[src/rtl/output_periph_bank_pkg.sv]
// -----------------------------------------------------------------------------
// periph_pkg
// Shared constants, decode types and helpers for the output peripheral bank.
//   - CTRL register bit positions
//   - CTRL / BLINK byte offsets relative to BASE_ADR
//   - Default channel assignment (HEX0..HEX7, LEDR, LEDG, LCD)
//   - Address-decode result enum
//   - Byte-lane merge helper used for every byte-enabled store
// -----------------------------------------------------------------------------
package periph_pkg;

   localparam int CTRL_SHADOW_EN_BIT = 0;
   localparam int CTRL_COMMIT_BIT    = 1;

   localparam int HEX0 = 0;
   localparam int HEX1 = 1;
   localparam int HEX2 = 2;
   localparam int HEX3 = 3;
   localparam int HEX4 = 4;
   localparam int HEX5 = 5;
   localparam int HEX6 = 6;
   localparam int HEX7 = 7;
   localparam int LEDR = 8;
   localparam int LEDG = 9;
   localparam int LCD  = 10;

   typedef enum logic [1:0] {
      HIT_CH,
      HIT_CTRL,
      HIT_BLINK,
      MISS
   } dec_e;

   // CTRL sits directly after the last channel slot.
   function automatic int ctrl_off(input int ch_num, input int stride);
      return ch_num * stride;
   endfunction

   function automatic int blink_off(input int ch_num, input int stride);
      return ctrl_off(ch_num, stride) + 4;
   endfunction

   // Replace only the byte lanes whose enable bit is set.
   function automatic logic [31:0] lane_merge(input logic [31:0] old_v,
                                              input logic [31:0] new_v,
                                              input logic [3:0]  bmask);
      logic [31:0] r;
      r = old_v;
      for (int b = 0; b < 4; b++) begin
         if (bmask[b]) r[8*b +: 8] = new_v[8*b +: 8];
      end
      return r;
   endfunction

endpackage

[src/rtl/output_periph_bank_if.sv]
// -----------------------------------------------------------------------------
// output_periph_bank_if
// LSU-side load/store bus of the output peripheral bank.
//   addr_i   byte address (bits [1:0] ignored for decode)
//   wdata_i  lane-aligned store data
//   bmask_i  byte-lane enables
//   st_en_i  store strobe
//   ld_en_i  load strobe
//   rdata_o  registered read data
//   rvalid_o read data valid, one cycle after ld_en_i
// master = core/LSU side, slave = peripheral bank.
// -----------------------------------------------------------------------------
interface output_periph_bank_if #(
   parameter int ADDR_W = 12
);
   logic [ADDR_W-1:0] addr_i;
   logic [31:0]       wdata_i;
   logic [3:0]        bmask_i;
   logic              st_en_i;
   logic              ld_en_i;
   logic [31:0]       rdata_o;
   logic              rvalid_o;

   modport master (
      output addr_i, wdata_i, bmask_i, st_en_i, ld_en_i,
      input  rdata_o, rvalid_o
   );

   modport slave (
      input  addr_i, wdata_i, bmask_i, st_en_i, ld_en_i,
      output rdata_o, rvalid_o
   );
endinterface

[src/rtl/output_periph_bank_blink_prescaler.sv]
// -----------------------------------------------------------------------------
// blink_prescaler
// Free-running 0..BLINK_DIV-1 counter; phase_o toggles on each wrap.
//   clk_i    system clock
//   rst_i    asynchronous active-high reset (counter 0, phase_o = 1)
//   phase_o  blink phase, 1 = on
// -----------------------------------------------------------------------------
module blink_prescaler #(
   parameter int BLINK_DIV = 25_000_000
) (
   input  logic clk_i,
   input  logic rst_i,
   output logic phase_o
);
   localparam int CW = (BLINK_DIV > 2) ? $clog2(BLINK_DIV) : 1;

   logic [CW-1:0] cnt;

   always_ff @(posedge clk_i or posedge rst_i) begin
      if (rst_i) begin
         cnt     <= '0;
         phase_o <= 1'b1;
      end else if (cnt == CW'(BLINK_DIV - 1)) begin
         cnt     <= '0;
         phase_o <= ~phase_o;
      end else begin
         cnt     <= cnt + 1'b1;
      end
   end
endmodule

[src/rtl/output_periph_bank.sv]
// -----------------------------------------------------------------------------
// output_periph_bank
// Registered, byte-enabled output peripheral bank on the LSU path.
//   clk_i          system clock
//   rst_i          asynchronous active-high reset
//   bus            load/store bus (slave modport)
//   io_o           CH_NUM x 32-bit channel outputs, channel k at [32k+31:32k]
//   blink_phase_o  current blink phase (1 = on)
// Each channel has a software-visible shadow register and a pin-driving
// active register. With SHADOW_EN clear both are written together; with it
// set, writes collect in shadow until a COMMIT copies all of them at once.
// CH_NUM is limited to 32 because BLINK is a single 32-bit register.
// -----------------------------------------------------------------------------
module output_periph_bank
   import periph_pkg::*;
#(
   parameter int              CH_NUM    = 11,
   parameter int              ADDR_W    = 12,
   parameter logic [ADDR_W-1:0] BASE_ADR = 12'h800,
   parameter int              STRIDE    = 16,
   parameter int              BLINK_DIV = 25_000_000
) (
   input  logic                  clk_i,
   input  logic                  rst_i,
   output_periph_bank_if.slave   bus,
   output logic [CH_NUM*32-1:0]  io_o,
   output logic                  blink_phase_o
);
   localparam int SH         = $clog2(STRIDE);
   localparam int CIW        = (CH_NUM > 1) ? $clog2(CH_NUM) : 1;
   localparam int CTRL_WORD  = ctrl_off(CH_NUM, STRIDE) / 4;
   localparam int BLINK_WORD = blink_off(CH_NUM, STRIDE) / 4;
   localparam logic [31:0] BLINK_MASK =
      (CH_NUM >= 32) ? 32'hFFFF_FFFF : 32'((64'd1 << CH_NUM) - 64'd1);

   logic [31:0] shadow [CH_NUM];
   logic [31:0] active [CH_NUM];
   logic        shadow_en;
   logic [31:0] blink_q;

   logic [29:0]    offw;
   dec_e           dec;
   logic [CIW-1:0] ch_idx;
   logic [31:0]    wr_merged;
   logic [31:0]    rd_mux;

   logic [31:0] rdata_p1;
   logic        vld_p1;

   // ---- stage 0: address decode and read mux ----
   always_comb begin
      // Word offset from BASE_ADR; addresses below the base wrap to a huge
      // offset and therefore fall through to MISS.
      offw   = 30'((32'(bus.addr_i) - 32'(BASE_ADR)) >> 2);
      dec    = MISS;
      ch_idx = '0;
      if (offw < 30'(CTRL_WORD)) begin
         // Only the first word of each stride slot is a channel register.
         if ((32'(offw) & 32'(STRIDE / 4 - 1)) == 32'd0) begin
            dec    = HIT_CH;
            ch_idx = CIW'(offw >> (SH - 2));
         end
      end else if (offw == 30'(CTRL_WORD)) begin
         dec = HIT_CTRL;
      end else if (offw == 30'(BLINK_WORD)) begin
         dec = HIT_BLINK;
      end
   end

   always_comb begin
      wr_merged = lane_merge(shadow[ch_idx], bus.wdata_i, bus.bmask_i);
      rd_mux    = '0;
      case (dec)
         HIT_CH:    rd_mux = shadow[ch_idx];
         HIT_CTRL:  rd_mux[CTRL_SHADOW_EN_BIT] = shadow_en;
         HIT_BLINK: rd_mux = blink_q;
         default:   rd_mux = '0;
      endcase
   end

   // ---- stage 1: register state update and registered read response ----
   always_ff @(posedge clk_i or posedge rst_i) begin
      if (rst_i) begin
         for (int k = 0; k < CH_NUM; k++) begin
            shadow[k] <= '0;
            active[k] <= '0;
         end
         shadow_en <= 1'b0;
         blink_q   <= '0;
         rdata_p1  <= '0;
         vld_p1    <= 1'b0;
      end else begin
         vld_p1 <= bus.ld_en_i;
         // Read mux sees pre-store state, so a same-cycle load and store
         // to one address returns the old value.
         if (bus.ld_en_i) rdata_p1 <= rd_mux;

         if (bus.st_en_i) begin
            case (dec)
               HIT_CH: begin
                  shadow[ch_idx] <= wr_merged;
                  // Built from shadow, so a write after SHADOW_EN is cleared
                  // also exposes any previously pending bytes of the channel.
                  if (!shadow_en) active[ch_idx] <= wr_merged;
               end
               HIT_CTRL: begin
                  if (bus.bmask_i[0]) begin
                     shadow_en <= bus.wdata_i[CTRL_SHADOW_EN_BIT];
                     if (bus.wdata_i[CTRL_COMMIT_BIT]) begin
                        for (int k = 0; k < CH_NUM; k++) active[k] <= shadow[k];
                     end
                  end
               end
               HIT_BLINK: begin
                  blink_q <= lane_merge(blink_q, bus.wdata_i, bus.bmask_i) & BLINK_MASK;
               end
               default: ;
            endcase
         end
      end
   end

   assign bus.rdata_o  = rdata_p1;
   assign bus.rvalid_o = vld_p1;

   blink_prescaler #(
      .BLINK_DIV (BLINK_DIV)
   ) u_prescaler (
      .clk_i   (clk_i),
      .rst_i   (rst_i),
      .phase_o (blink_phase_o)
   );

   // ---- output: blanking during the off phase of blinking channels ----
   for (genvar k = 0; k < CH_NUM; k++) begin : g_io
      assign io_o[32*k +: 32] = (blink_q[k] && !blink_phase_o) ? 32'd0 : active[k];
   end

endmodule

[src/flat_wrapper.sv]
// flat-port wrapper written by rule: the top's interface ports become plain ports
module output_periph_bank_flat import periph_pkg::*;
#(
   parameter int              CH_NUM    = 11,
   parameter int              ADDR_W    = 12,
   parameter logic [ADDR_W-1:0] BASE_ADR = 12'h800,
   parameter int              STRIDE    = 16,
   parameter int              BLINK_DIV = 25_000_000
)
  (clk_i, rst_i, io_o, blink_phase_o, bus_addr_i, bus_wdata_i, bus_bmask_i, bus_st_en_i, bus_ld_en_i, bus_rdata_o, bus_rvalid_o);
  output_periph_bank_if #(.ADDR_W(ADDR_W)) bus_i ();
  input  logic clk_i;
  input  logic rst_i;
  output logic [CH_NUM*32-1:0] io_o;
  output logic blink_phase_o;
  input wire logic [$bits(bus_i.addr_i)-1:0] bus_addr_i;
  input wire logic [$bits(bus_i.wdata_i)-1:0] bus_wdata_i;
  input wire logic [$bits(bus_i.bmask_i)-1:0] bus_bmask_i;
  input wire logic [$bits(bus_i.st_en_i)-1:0] bus_st_en_i;
  input wire logic [$bits(bus_i.ld_en_i)-1:0] bus_ld_en_i;
  output wire logic [$bits(bus_i.rdata_o)-1:0] bus_rdata_o;
  output wire logic [$bits(bus_i.rvalid_o)-1:0] bus_rvalid_o;
  assign bus_i.addr_i = bus_addr_i;
  assign bus_i.wdata_i = bus_wdata_i;
  assign bus_i.bmask_i = bus_bmask_i;
  assign bus_i.st_en_i = bus_st_en_i;
  assign bus_i.ld_en_i = bus_ld_en_i;
  assign bus_rdata_o = bus_i.rdata_o;
  assign bus_rvalid_o = bus_i.rvalid_o;
  output_periph_bank #(.CH_NUM(CH_NUM), .ADDR_W(ADDR_W), .BASE_ADR(BASE_ADR), .STRIDE(STRIDE), .BLINK_DIV(BLINK_DIV)) u_core (.clk_i(clk_i), .rst_i(rst_i), .bus(bus_i), .io_o(io_o), .blink_phase_o(blink_phase_o));
endmodule
[config.mk]
export PLATFORM = sky130hd
export DESIGN_NAME = output_periph_bank_flat
export DESIGN_NICKNAME = d
export VERILOG_FILES = /design/src/rtl/output_periph_bank_pkg.sv /design/src/rtl/output_periph_bank_if.sv /design/src/rtl/output_periph_bank_blink_prescaler.sv /design/src/rtl/output_periph_bank.sv /design/src/flat_wrapper.sv
export SDC_FILE = /design/constraint.sdc
export NUM_CORES = 2
export LEC_CHECK = 0
export ABC_AREA = 1
export CORE_AREA = 3 3 304 246
export DETAILED_ROUTE_END_ITERATION = 8
export DIE_AREA = 0 0 307 249
export PLACE_DENSITY_LB_ADDON = 0.08
export SLEW_MARGIN = 20
export SYNTH_ARGS = -nofsm -noshare
export SYNTH_HDL_FRONTEND = slang
export SYNTH_SLANG_ARGS = --single-unit
export TNS_END_PERCENT = 5
[constraint.sdc]
create_clock -name clk_i -period 34.2 [get_ports clk_i]
set_input_delay 6.84 -clock clk_i [delete_from_list [all_inputs] [get_ports clk_i]]
set_output_delay 6.84 -clock clk_i [all_outputs]
set_load 0.1 [all_outputs]
## Word level (Yosys, flattened, before mapping)

Cells that the tools add are included.

- $add $sub $neg: 2
- $lt $le $gt $ge: 3
- Equal/unequal tests: 8
- Muxes and demuxes: 35
- Bitwise gates (word level): 2
- Reductions and logical operators: 21

Operator list:

| operator | number |
|---|---|
| two-way mux 352 bit | 3 |
| bitwise mux 352 bit | 2 |
| one-hot mux 352 bit (2 select lines) | 1 |
| two-way mux 32 bit | 14 |
| binary-select mux 32 bit (select 4 bit) | 1 |
| demux 32 bit (select 4 bit) | 1 |
| one-hot mux 31 bit (2 select lines) | 1 |
| equality test 30 x 6 -> 1 bit (second input constant) | 2 |
| zero test 32 bit | 1 |
| two-way mux 8 bit | 4 |
| < comparator 30 x 6 -> 1 bit (second input constant) | 1 |
| adder 25 x 1 -> 25 bit (second input constant) | 1 |
| equality test 25 bit (second input constant) | 1 |
| two-way mux 25 bit | 1 |
| subtractor 12 x 12 -> 13 bit (second input constant) | 1 |
| logical AND 1 bit | 12 |
| AND reduction 3 bit | 3 |
| two-way mux 4 bit | 2 |
| two-way mux 2 bit | 3 |
| inequality test 2 bit (second input constant) | 3 |
| >= comparator 5 bit (second input constant) | 1 |
| < comparator 5 x 1 -> 1 bit (second input constant) | 1 |
| inverter 4 -> 5 bit | 1 |
| AND reduction 5 bit | 1 |
| 9 further kinds | 9 |

- Register bits: 775
- Bits of input ports: 52
- Output and inout port bits: 386
- Logic and storage cells: 100

## Logic depth before layout (Yosys ltp)

- Depth after elaboration: 12
- Gate-level depth with buffers: 16
- Depth with buffers taken out: 14

## By module

A second synthesis with hierarchy kept.

- Cells, all modules: 5243
- Area, all modules: 39024.9 um^2

Modules (own cells, without submodules):

| module | instances | cells an instance | area an instance (um^2) | seq. area each (um^2) |
|---|---|---|---|---|
| output_periph_bank | 1 | 5019 | 37379.6 | 18743.0 |
| blink_prescaler | 1 | 224 | 1645.3 | 651.9 |

## Worst setup path before layout

OpenSTA, ideal clock, no wires.

- Kind: register to output
- Start point: register u_core.u_prescaler.phase_o
- End point: output io_o[100]
- Arrival: 2.813 ns
- Setup slack: 24.547 ns
- Stages on the path, launching flop included: 5
- Path buffers: 2
- Path through: dfstp_2 > clkbuf_1 > nor2_1 > clkbuf_1 > nor2_1

- Cells in the longest elaborated chain, start to end: 3

RTL lines:

| element | line | text |
|---|---|---|
| from (decl) | output_periph_bank_blink_prescaler.sv:13 | `output logic phase_o` |
| from (signal assigned) | output_periph_bank_blink_prescaler.sv:25 | `phase_o <= ~phase_o;` |
| zero test 1 bit | output_periph_bank.sv:136 | `assign io_o[32*k +: 32] = (blink_q[k] && !blink_phase_o) ? 32'd0 : active[k];` |
| logical AND 1 bit | output_periph_bank.sv:136 |  |
| two-way mux 32 bit | output_periph_bank.sv:136 |  |
| to (decl) | flat_wrapper.sv:14 | `output logic [CH_NUM*32-1:0] io_o;` |

Every way passes these cells.

## Final worst setup path

- Start point: input bus_addr_i[5]
- End point: register u_core.shadow[325] (netlist name)

- Cells in the longest elaborated chain, start to end: 9
- Elaborated cells between the ends (all ways): 22
- Classes of those cells: add/sub: 1; order compare: 3; eq/ne: 2; mux: 12; bitwise: 1; reduce/logical: 3

RTL lines:

| element | line | text |
|---|---|---|
| from (decl) | flat_wrapper.sv:16 | `input wire logic [$bits(bus_i.addr_i)-1:0] bus_addr_i;` |
| subtractor 12 x 12 -> 13 bit * | output_periph_bank.sv:54 | `offw = 30'((32'(bus.addr_i) - 32'(BASE_ADR)) >> 2);` |
| < comparator 30 x 6 -> 1 bit / two-way mux 4 bit (equally long branches) | output_periph_bank.sv:57, output_periph_bank.sv:59 |  |
| two-way mux 4 bit | output_periph_bank.sv:57 | `if (offw < 30'(CTRL_WORD)) begin` |
| inverter 4 -> 5 bit (implied by the code) | output_periph_bank.sv:71, output_periph_bank.sv:101 |  |
| >= comparator 5 bit (implied by the code), or another cell as far along | output_periph_bank.sv:101 | `shadow[ch_idx] <= wr_merged;` |
| logical AND 1 bit (implied by the code) / two-way mux 32 bit (equally long branches) | output_periph_bank.sv:101, output_periph_bank.sv:71 |  |
| two-way mux 32 bit, on equally long branches | output_periph_bank.sv:101, output_periph_bank.sv:71 |  |
| demux 32 bit (select 4 bit) / two-way mux 8 bit (equally long branches) | output_periph_bank.sv:101, output_periph_bank_pkg.sv:50 |  |
| bitwise mux 352 bit | output_periph_bank.sv:101 |  |
| to (signal, indexed assignment) | output_periph_bank.sv:101 |  |
| to (decl) | output_periph_bank.sv:36 | `logic [31:0] shadow [CH_NUM];` |

Every way passes the cells marked *; elsewhere a longest branch is shown, timed or not. The select of a mux whose other input is x is not followed.
A chain may end at the register's enable or synchronous reset.

==> flow_summary.ini <==
[outcome]
status = completed

[clock_tree]
root_buffer = clkbuf_16
cts.path.max_buffers = 3
post_cts_buffers = 0
path_clk_slew_ns = 0.06
h-tree-depth = 3
tritoncts = yes
post_cts_resized = 0
worstSkewPairLatency_ns = 0.64
numCtsBuffers = 77
clock-sinks = 775
cts_hold_buffers = 0

[timing]
drv_slew = 0
finalClockSkew_ns = 0.0270
worst-slew-pin-transition_ns = 1.19
slew_headroom_pct = 20.3
fin_crit_sh_pct = 34.9
final.setup.tns_ns = 0
setup_violations = 0
final-hold-violation-count = 0
fin_crit_ns = 11.94
grt_setup_unrepaired = false
fmax_mhz = 83.8

[detailed_routing]
dr.pass1.iters = 8
vias_per_cell = 6.16
drtIter0Drc = 6609
drc_errors = 0
wl_per_cell_um = 25.4
wl_um = 165000
num_vias = 40200
final_antenna_net_count = 0

[setup_path]
cpPeakStageDelay_ns = 0.84
cpMaxStageDelayCell = nor2_4
crit_arrival_ns = 12.46
crit_family = simple AND/OR/NAND/NOR gates
timing.critical_path.required_ns = 34.72
critPathBufInv = 4
path_class = in -> reg
crit_top_cell = nand2_1
cp_cell_sequence = clkdlybuf4s50_1 > inv_1 > nor2_1 > inv_1 > nor2_4 > nor2_2 > buf_4 > nand3_1 > nand2_1 > nor2_1 > nand3_1 > nand2_1 > nand2_1 > o21ai_0
end_kind = register
cp_max_fo = 30
crit_path_start_kind = primary input

[synth]
synth_edf_count = 0
async_flop_share_pct = 100
ys_seq_area_share_pct = 49.1
ys_ff_latch = 775
syn_area_sq_um = 39500
synthFlopType = dfrtp_1
avgSynthCellArea_sq_um = 7.38
synthCells = 5350
synth_cell_types = 40
syn_nets = 5403
ys_warn_count = 0

[pwr]
power_density_nw_per_um2 = 42.9
power_leakage_nw = 21.2
ir_drop_mv = 0.0341

[global_route]
grt_pass1_vias = 37400
grt.total_usage_pct = 42.3
antenna_found_initial = 8
grt_max_degree = 164
grt_overflow = 0
grt_pass1_wl_um = 242000

[place]
port_buffers = 435
dp_hpwl_um = 104000
placed_area_sq_um = 44100
place_congestion = 1.00

[floorplanning]
design.core.area_sq_um = 71900
die_area_sq_um = 76400
rows = 88
die_h_um = 249
initial_core_util_pct = 54.9
fp.dieW_um = 307
io_pins = 438

[cells_and_area]
final_layout_size_suffix_gt1_share_pct = 5.13
final_common_cell = nand2_1
area_growth_pct = 17.9
utilization_pct = 64.8
design_area_sq_um = 46600
layout_common_cells = 899 x nand2_1, 774 x dfrtp_1, 770 x nor2_1, 718 x a21oi_1, 560 x inv_1
nNetsFinal = 5574

[worst_hold_path]
hp-class = reg -> reg

[flow_run]
drv_cap = 0
==> state kept, by name, summed over array words and instances, names as in the netlist <==
name	count
u_core.bus.rdata_o	32
u_core.active	352
u_core.u_prescaler.cnt	25
u_core.bus.rvalid_o	1
u_core.shadow	352
u_core.u_prescaler.phase_o	1
u_core.shadow_en	1
u_core.blink_q	11
==> worst paths after layout <==
kind	startpoint	to	cells past startpoint	slack, ns
min	u_core.u_prescaler.cnt[0]$_DFF_PP0_	u_core.u_prescaler.cnt[0]$_DFF_PP0_	1	0.46
min reg2reg	u_core.u_prescaler.cnt[0]$_DFF_PP0_	u_core.u_prescaler.cnt[0]$_DFF_PP0_	1	0.46
min in group asynchronous	rst_i	u_core.active[286]$_DFFE_PP0P_	2	6.86
max reg2reg	u_core.shadow_en$_DFFE_PP0P_	u_core.active[256]$_DFFE_PP0P_	9	30.87
max	bus_addr_i[5]	u_core.shadow[325]$_DFFE_PP0P_	14	22.26
max in group asynchronous	rst_i	u_core.u_prescaler.cnt[13]$_DFF_PP0_	5	24.34
==> through the flow <==
stage	power (mW)	hold slack (ns)	setup WS, ns	std cells
2_1_floorplan	1.09	0.433	5.61	5350
3_3_place_gp	1.16	0.447	21.86	6383
3_5_place_dp	1.16	0.452	21.81	6384
4_1_cts	1.99	0.460	22.44	6519
5_1_grt	2.05	0.503	22.18	6522
6_report	2.00	0.460	22.26	6524
==> area by class of cell <==
class                           instances  area [sq um]
Inverter                              583          2200
Antenna cell                            2          5.00
Tap cell                              945          1180
Multi-Input combinational cell       3577         16400
Sequential cell                       775         19400
Clock buffer                          112          2240
Fill cell                            6441         25300
Timing Repair Buffer                  507          4980
Clock inverter                         23           190
==> report_power, final <==
part	internal [mW]	switching, mW	leakage [nW]
clock network	0.471	0.378	1.21
registers	0.931	0.0118	10.8
logic	0.0405	0.168	9.24
==> logic make-up after synthesis <==
kind of cell / after synthesis / share of synthesized area (%)
adders and majority gates: 1 / 0.0317
xor gates and xnor gates: 10 / 0.222
buffers and inverters: 998 / 10.0
and+or+nand+nor: 2366 / 25.2
AOI/OAI and AO/OA: 1200 / 15.4
DFF: 775 / 49.1
==> metal layers <==
layer	vias to the layer above	GRT usage, %	part of all wire, %
li1	17500	-	-
met1	19200	59.9	39
met2	3026	57.8	40
met3	490	15.1	15
met4	12	19.6	5.2
met5	-	0.566	0.081
==> cells in the mapped netlist, types with 2 or more instances <==
master	instances	area, sq um
a21o_1	4	30.0
nand3b_1	51	383
o221ai_1	10	87.6
nor2_1	790	2970
or2_2	21	131
nor2_4	3	33.8
o21ai_0	425	2130
o21a_1	2	15.0
nand3_1	544	2720
xor2_1	6	52.6
nor4_1	4	25.0
nor2_2	6	37.5
a31oi_1	2	12.5
a21oi_1	718	3590
buf_1	24	90.1
nor3_1	12	60.1
clkbuf_1	250	938
buf_2	123	616
nand3_2	2	20.0
o21ai_2	3	26.3
nand2_1	910	3420
inv_1	562	2110
inv_2	21	78.8
nand2_2	5	31.3
o21ai_1	32	160
xnor2_1	4	35.0
buf_4	18	135
nand4_1	13	81.3
dfrtp_1	774	19400
No activity file was read; power rests on OpenSTA's default activity.
